**src/rtl/demux_2_32bit_buf_pkg.sv**
```systemverilog
// Shared widths, lane select constants and lane state encoding
// for the ALU result demultiplexer.
package demux_2_32bit_buf_pkg;

    localparam int ALU_WIDTH = 32;

    localparam logic LANE_A = 1'b0;
    localparam logic LANE_B = 1'b1;

    typedef enum logic [1:0] {
        ST_EMPTY = 2'd0,
        ST_ONE   = 2'd1,
        ST_FULL  = 2'd2
    } lane_state_e;

endpackage

```
**src/rtl/demux_2_32bit_buf_if.sv**
```systemverilog
// Producer/consumer bundle of the ALU result demultiplexer.
// master = producer and both lane consumers, slave = the demux.
interface demux_2_32bit_buf_if #(
    parameter int WIDTH = 32
);
    logic             ch;
    logic [WIDTH-1:0] in;
    logic             in_valid;
    logic             in_ready;
    logic [WIDTH-1:0] outa;
    logic             outa_valid;
    logic             outa_ready;
    logic [WIDTH-1:0] outb;
    logic             outb_valid;
    logic             outb_ready;

    modport master (
        output ch, in, in_valid, outa_ready, outb_ready,
        input  in_ready, outa, outa_valid, outb, outb_valid
    );

    modport slave (
        input  ch, in, in_valid, outa_ready, outb_ready,
        output in_ready, outa, outa_valid, outb, outb_valid
    );

endinterface

```
**src/rtl/demux_lane_buf.sv**
```systemverilog
// Two-entry lane buffer (head + skid register) with push/pop handshake.
// DEMUX_CNT_EN adds a wrapping pop counter.
module demux_lane_buf
    import demux_2_32bit_buf_pkg::*;
#(
    parameter int WIDTH = ALU_WIDTH
`ifdef DEMUX_CNT_EN
    ,
    parameter int CNT_W = 16
`endif
) (
    input  logic             clk,
    input  logic             rst_n,
    input  logic             push,
    input  logic [WIDTH-1:0] wdata,
    input  logic             ready,
    output logic [WIDTH-1:0] data,
    output logic             valid,
    output logic             full
`ifdef DEMUX_CNT_EN
    ,
    output logic [CNT_W-1:0] cnt
`endif
);

    lane_state_e      state;
    lane_state_e      state_nxt;
    logic [WIDTH-1:0] head;
    logic [WIDTH-1:0] skid;
    logic             pop;
    logic             load_head;
    logic             load_skid;
    logic             shift;
    logic             clr_head;

    assign valid = (state != ST_EMPTY);
    assign full  = (state == ST_FULL);
    assign pop   = valid && ready;
    assign data  = head;

    always_ff @(posedge clk or negedge rst_n) begin
        if (!rst_n) begin
            state <= ST_EMPTY;
        end else begin
            state <= state_nxt;
        end
    end

    // A full lane ignores push; the top never offers one there.
    always_comb begin
        state_nxt = state;
        load_head = 1'b0;
        load_skid = 1'b0;
        shift     = 1'b0;
        clr_head  = 1'b0;
        unique case (state)
            ST_EMPTY: begin
                if (push) begin
                    state_nxt = ST_ONE;
                    load_head = 1'b1;
                end
            end
            ST_ONE: begin
                if (push && pop) begin
                    load_head = 1'b1;
                end else if (push) begin
                    state_nxt = ST_FULL;
                    load_skid = 1'b1;
                end else if (pop) begin
                    state_nxt = ST_EMPTY;
                    clr_head  = 1'b1;
                end
            end
            ST_FULL: begin
                if (pop) begin
                    state_nxt = ST_ONE;
                    shift     = 1'b1;
                end
            end
            default: state_nxt = ST_EMPTY;
        endcase
    end

    always_ff @(posedge clk or negedge rst_n) begin
        if (!rst_n) begin
            head <= '0;
            skid <= '0;
        end else begin
            if (load_head) begin
                head <= wdata;
            end else if (shift) begin
                head <= skid;
            end else if (clr_head) begin
                head <= '0;
            end
            if (load_skid) begin
                skid <= wdata;
            end else if (shift) begin
                skid <= '0;
            end
        end
    end

`ifdef DEMUX_CNT_EN
    always_ff @(posedge clk or negedge rst_n) begin
        if (!rst_n) begin
            cnt <= '0;
        end else if (pop) begin
            cnt <= cnt + CNT_W'(1);
        end
    end
`endif

endmodule

```
**src/rtl/demux_2_32bit_buf.sv**
```systemverilog
// 1-to-2 registered demux steering ALU results to lane A or lane B.
// Define DEMUX_CNT_EN to add per-lane pop counters cnt_a/cnt_b.
module demux_2_32bit_buf
    import demux_2_32bit_buf_pkg::*;
#(
    parameter int WIDTH = ALU_WIDTH
`ifdef DEMUX_CNT_EN
    ,
    parameter int CNT_W = 16
`endif
) (
    input  logic             clk,
    input  logic             rst_n,
    demux_2_32bit_buf_if.slave bus
`ifdef DEMUX_CNT_EN
    ,
    output logic [CNT_W-1:0] cnt_a,
    output logic [CNT_W-1:0] cnt_b
`endif
);

    logic a_full;
    logic b_full;
    logic push_a;
    logic push_b;
    logic ready;

    // Ready depends only on ch and registered fullness, never on consumers.
    always_comb begin
        push_a = 1'b0;
        push_b = 1'b0;
        ready  = 1'b0;
        unique case (bus.ch)
            LANE_A: begin
                ready  = !a_full;
                push_a = bus.in_valid && !a_full;
            end
            LANE_B: begin
                ready  = !b_full;
                push_b = bus.in_valid && !b_full;
            end
            default: ;
        endcase
    end

    assign bus.in_ready = ready;

    demux_lane_buf #(
        .WIDTH(WIDTH)
`ifdef DEMUX_CNT_EN
        , .CNT_W(CNT_W)
`endif
    ) u_lane_a (
        .clk   (clk),
        .rst_n (rst_n),
        .push  (push_a),
        .wdata (bus.in),
        .ready (bus.outa_ready),
        .data  (bus.outa),
        .valid (bus.outa_valid),
        .full  (a_full)
`ifdef DEMUX_CNT_EN
        , .cnt (cnt_a)
`endif
    );

    demux_lane_buf #(
        .WIDTH(WIDTH)
`ifdef DEMUX_CNT_EN
        , .CNT_W(CNT_W)
`endif
    ) u_lane_b (
        .clk   (clk),
        .rst_n (rst_n),
        .push  (push_b),
        .wdata (bus.in),
        .ready (bus.outb_ready),
        .data  (bus.outb),
        .valid (bus.outb_valid),
        .full  (b_full)
`ifdef DEMUX_CNT_EN
        , .cnt (cnt_b)
`endif
    );

endmodule

```
**src/flat_wrapper.sv**
```systemverilog
// flat-port wrapper written by rule: the top's interface ports become plain ports
module demux_2_32bit_buf_flat import demux_2_32bit_buf_pkg::*;
#(
    parameter int WIDTH = ALU_WIDTH

)
  (clk, rst_n, bus_ch, bus_in, bus_in_valid, bus_outa_ready, bus_outb_ready, bus_in_ready, bus_outa, bus_outa_valid, bus_outb, bus_outb_valid);
  demux_2_32bit_buf_if #(.WIDTH(WIDTH)) bus_i ();
  input  logic clk;
  input  logic rst_n;
  input wire logic [$bits(bus_i.ch)-1:0] bus_ch;
  input wire logic [$bits(bus_i.in)-1:0] bus_in;
  input wire logic [$bits(bus_i.in_valid)-1:0] bus_in_valid;
  input wire logic [$bits(bus_i.outa_ready)-1:0] bus_outa_ready;
  input wire logic [$bits(bus_i.outb_ready)-1:0] bus_outb_ready;
  output wire logic [$bits(bus_i.in_ready)-1:0] bus_in_ready;
  output wire logic [$bits(bus_i.outa)-1:0] bus_outa;
  output wire logic [$bits(bus_i.outa_valid)-1:0] bus_outa_valid;
  output wire logic [$bits(bus_i.outb)-1:0] bus_outb;
  output wire logic [$bits(bus_i.outb_valid)-1:0] bus_outb_valid;
  assign bus_i.ch = bus_ch;
  assign bus_i.in = bus_in;
  assign bus_i.in_valid = bus_in_valid;
  assign bus_i.outa_ready = bus_outa_ready;
  assign bus_i.outb_ready = bus_outb_ready;
  assign bus_in_ready = bus_i.in_ready;
  assign bus_outa = bus_i.outa;
  assign bus_outa_valid = bus_i.outa_valid;
  assign bus_outb = bus_i.outb;
  assign bus_outb_valid = bus_i.outb_valid;
  demux_2_32bit_buf #(.WIDTH(WIDTH)) u_core (.clk(clk), .rst_n(rst_n), .bus(bus_i));
endmodule
```
**config.mk**
```make
export PLATFORM = sky130hd
export DESIGN_NAME = demux_2_32bit_buf_flat
export DESIGN_NICKNAME = d
export VERILOG_FILES = /design/src/rtl/demux_2_32bit_buf_pkg.sv /design/src/rtl/demux_2_32bit_buf_if.sv /design/src/rtl/demux_lane_buf.sv /design/src/rtl/demux_2_32bit_buf.sv /design/src/flat_wrapper.sv
export SDC_FILE = /design/constraint.sdc
export NUM_CORES = 1
export LEC_CHECK = 0
export CAP_MARGIN = 20
export CORE_MARGIN = 1.5
export CORE_UTILIZATION = 39
export DETAILED_ROUTE_END_ITERATION = 16
export PLACE_DENSITY = 0.7
export SKIP_LAST_GASP = 1
export SYNTH_ARGS = -nofsm -noshare
export SYNTH_HDL_FRONTEND = slang
export SYNTH_HIERARCHICAL = 1
export SYNTH_SLANG_ARGS = --single-unit
export TNS_END_PERCENT = 10
```
**constraint.sdc**
```tcl
create_clock -name clk -period 2.3 [get_ports clk]
set_clock_uncertainty 0.05 [all_clocks]
set_input_delay 0.345 -clock clk [delete_from_list [all_inputs] [get_ports clk]]
set_output_delay 0.345 -clock clk [all_outputs]
set_load 0.1 [all_outputs]
```
==> metrics.log <==
INFO  metric core.rowCount = 42
INFO  metric grt_first_pass_wirelength = 22430 um
INFO  metric reg2reg_slack = -0.03 ns
INFO  metric cts_resized = 0
INFO  metric max_capacitance_violation_count = 0
INFO  metric multiInputGateArea = 0.001966 mm^2
INFO  metric place_hpwl = 8796 um
INFO  metric irDropWorstVdd = 615.3 uV
INFO  metric worst_setup_path_start_kind = flop
INFO  metric stdcell_count = 700
INFO  metric drtIter0Drc = 292
INFO  metric top_level_ports = 105
INFO  metric critical_path.endpoint_type = flop
INFO  metric max_freq = 0.4287 GHz
INFO  metric worstPathRequired = 2.59 ns
INFO  metric crit_path_max_fanout = 16
INFO  metric cts.root.buffer_cell = clkbuf_16
INFO  metric setup_violations = 15
INFO  metric insertedDiodeCount = 0
INFO  metric global_route.usage.total = 0.1998
INFO  metric final.setup.tns = -0.1391 ns
INFO  metric syn_avg_cell_area = 13.74 um^2
INFO  metric yosysSeqAreaShare = 0.6087
INFO  metric gp_congestion = 0.7468
INFO  metric setup_repair_after_global_routing_missed_its_margin = true
INFO  metric floorplan.die_area = 0.01463 mm^2
INFO  metric finalWorstPathRequiredPeriod = 2.333 ns
INFO  metric grt_use_met2 = 0.3157
INFO  metric first_global_vias = 4069
INFO  metric synth_top_area_cell = dfrtp_1
INFO  metric hold_viol_final = 0
INFO  metric reg2reg_to = u_core/u_lane_a/data[27]
INFO  metric globalRouteMet3Util = 0.05075
INFO  metric path_cells = nor2b_1, nor3b_2, mux2_4, a21oi_2, a221o_1
INFO  metric p_per_area = 1361 mW/mm^2
INFO  metric maximum_number_of_pins_on_one_net_before_global_route_repair = 64
INFO  metric finalNetCount = 549
INFO  metric number_of_antenna_violations_at_the_first_check_in_global_routing = 0
INFO  metric drc = 0
INFO  metric total_leakage_power = 0.003452 uW
INFO  metric drv_slew = 0
INFO  metric drt_first_pass_iters = 5
INFO  metric floorplan.core_area = 0.01340 mm^2
INFO  metric worstSetupStartpoint = u_core/u_lane_a/state[0]
INFO  metric cp.arrival = 2.63 ns
INFO  metric cp_slowest_stage_delay = 0.84 ns
INFO  metric floorplan.initialDensity = 0.4049
INFO  metric cts.sinks = 132
INFO  metric max-clock-path-buffers = 2
INFO  metric fin_hold_ws = 0.4084 ns
INFO  metric clk_transition_reported_paths = 0.06 ns
INFO  metric cts_tree = yes
INFO  metric synth_area = 0.005426 mm^2
INFO  metric area_delta_synth_final = 33.48%
INFO  metric final-seq-area = 0.003303 mm^2
INFO  metric post-synth-top-area-fraction = 0.6087
INFO  metric tightestPinTransition = 1.059 ns
INFO  metric cts_post_setup_buffers_inserted = 0
INFO  metric drtAntennaViolNets = 0
INFO  metric worst-r2r-cell-count = 5
INFO  metric detailroute.via_count = 4022
INFO  metric synth.distinct_cells = 27
INFO  metric pre_cts_slack = -0.1636 ns
INFO  metric final_layout_size_suffix_gt1_frac = 0.2786
INFO  metric timing.max_slew.rel_slack = 0.2939
INFO  metric final_min_period_over_clock_period = 1.014
INFO  metric groute.layer.met1.usage = 0.2693
INFO  metric synthTopCellsByArea = dfrtp_1 61%, a221o_1 12%, a22o_1 10%
INFO  metric avgRoutedWirePerCell = 20.30 um
INFO  metric post_dp_cell_area = 0.006633 mm^2
INFO  metric cts_made_buffers = 17
INFO  metric worstSetupPathType = flop to flop
INFO  metric fin_ws = -0.03255 ns
INFO  metric synth-seq-cells = 132
INFO  metric mappedNetlistNets = 433
INFO  metric synth.yosys.warnings = 6
INFO  metric clk_latency = 0.42 ns
INFO  metric htree_levels = 4
INFO  metric final_design_area_no_fill = 0.007243 mm^2
INFO  metric violations = setup timing
INFO  metric synthesis.instances = 395
INFO  metric overflow_left_after_global_routing = 0
INFO  metric via_to_cell_ratio = 5.746
INFO  metric reg2reg_from = u_core/u_lane_a/state[0]
INFO  metric numPlacedInstances = 666
INFO  metric crit_path_top_delay_cell = a21oi_2
INFO  metric hold_class = input pin to asynchronous set/reset pin
INFO  metric chipHeight = 121.0 um
INFO  metric port-buffer-count = 104
INFO  metric die_x = 121.0 um
INFO  metric status = complete, but fails checks
INFO  metric num-fill-cells = 1117
INFO  metric top_usage_layer = met2
INFO  metric wirelength = 14210 um
where the power goes:
| group | leakage, uW | internal [uW] | switching, uW | total, uW |
|---|---|---|---|---|
| registers | 0.00170 | 3010 | 407 | 3410 |
| clock network | 0.000279 | 1630 | 1060 | 2690 |
| logic | 0.00147 | 1060 | 2690 | 3750 |
flip-flops by register name (all words and copies together) (netlist names):
signal and cells:
u_core/u_lane_a/data 32, u_core/u_lane_a/skid 32, u_core/u_lane_b/data 32, u_core/u_lane_b/skid 32, u_core/u_lane_a/state 2, u_core/u_lane_b/state 2
cell usage in the layout, fill, tap and decap left out, types with 3 or more instances in the layout:
master           instances
a221o_1                 64
a22o_1                  64
dfrtp_1                132
and2_1                  64
clkinvlp_4               4
buf_12                   5
buf_4                   85
a21oi_4                  4
clkdlybuf4s50_1         36
inv_6                    3
clkbuf_16               17
clkinv_4                 3
routing by layer:
metal	routed length [um]	vias up
met5	0	-
met1	6360	2077
li1	-	1759
met3	886	13
met4	167	0
met2	6798	173
metrics by stage:
stage / utilization / total power (uW)
detailed placement: 0.4950 / 7165
global route: 0.5405 / 10200
floorplan: - / 6205
CTS: 0.5399 / 9885
finish: 0.5405 / 9860
global placement: 0.4950 / 7090
worst max-delay path by stage:
stage / endpoint / slack (ns) / depth (start not counted)
after floorplan: bus_in_ready / 0.30 / 2
after global placement: u_core/u_lane_a/data[20] / -0.09 / 5
after detailed placement: u_core/u_lane_a/data[11] / -0.16 / 5
after CTS: u_core/u_lane_a/data[31] / 0.02 / 5
after global routing: u_core/u_lane_a/data[27] / -0.10 / 5
final: u_core/u_lane_a/data[27] / -0.03 / 5
synth_stat cells:
| master | n |
|---|---|
| a21oi_1 | 4 |
| a21oi_4 | 2 |
| a221o_1 | 64 |
| a22o_1 | 64 |
| and2_1 | 64 |
| and3b_1 | 1 |
| and3b_2 | 2 |
| and3b_4 | 2 |
| buf_2 | 20 |
| buf_6 | 6 |
| bufinv_8 | 2 |
| clkbuf_1 | 6 |
| dfrtp_1 | 132 |
| inv_1 | 2 |
| mux2_4 | 2 |
| mux2i_1 | 1 |
| nand2_1 | 2 |
| nand2b_1 | 2 |
| nor2_1 | 2 |
| nor2_2 | 2 |
| nor2b_1 | 2 |
| nor3b_1 | 2 |
| nor3b_2 | 1 |
| nor4bb_1 | 2 |
| o21ai_0 | 2 |
| o21ba_2 | 2 |
| or2_2 | 2 |
worst max-delay path, delay by kind of cell (launching register included):
family / cells / cell delay, ns
multiplexers: 1 / 0.32
AND/OR/NAND/NOR: 2 / 0.37
AO/OA/AOI/OAI: 2 / 1.14
flip-flops: 1 / 0.38
cell type report:
cell class                 count  share of cell area
clock buffer                  18             0.06063
clock inverter                14             0.02107
inverter                       4            0.005873
multi-input combinational    228              0.2714
sequential                   132              0.4560
tap                          176             0.03040
timing repair buffer         128              0.1546
kinds of logic after synthesis:
kind of cell           count (synthesis)  share of synthesized area
AOI/OAI and AO/OA                    138                     0.2366
buffers and inverters                 36                    0.04289
DFF                                  132                     0.6087
muxes                                  3                   0.007379
and+or+nand+nor                       86                     0.1044
what timing repair did:
item / in CTS / in global routing
setup endpoints to repair: 0 / 50
hold buffers: 1 / 0
hold endpoints to repair: 59 / 0
Note: power is estimated with default switching activity, not from simulation.
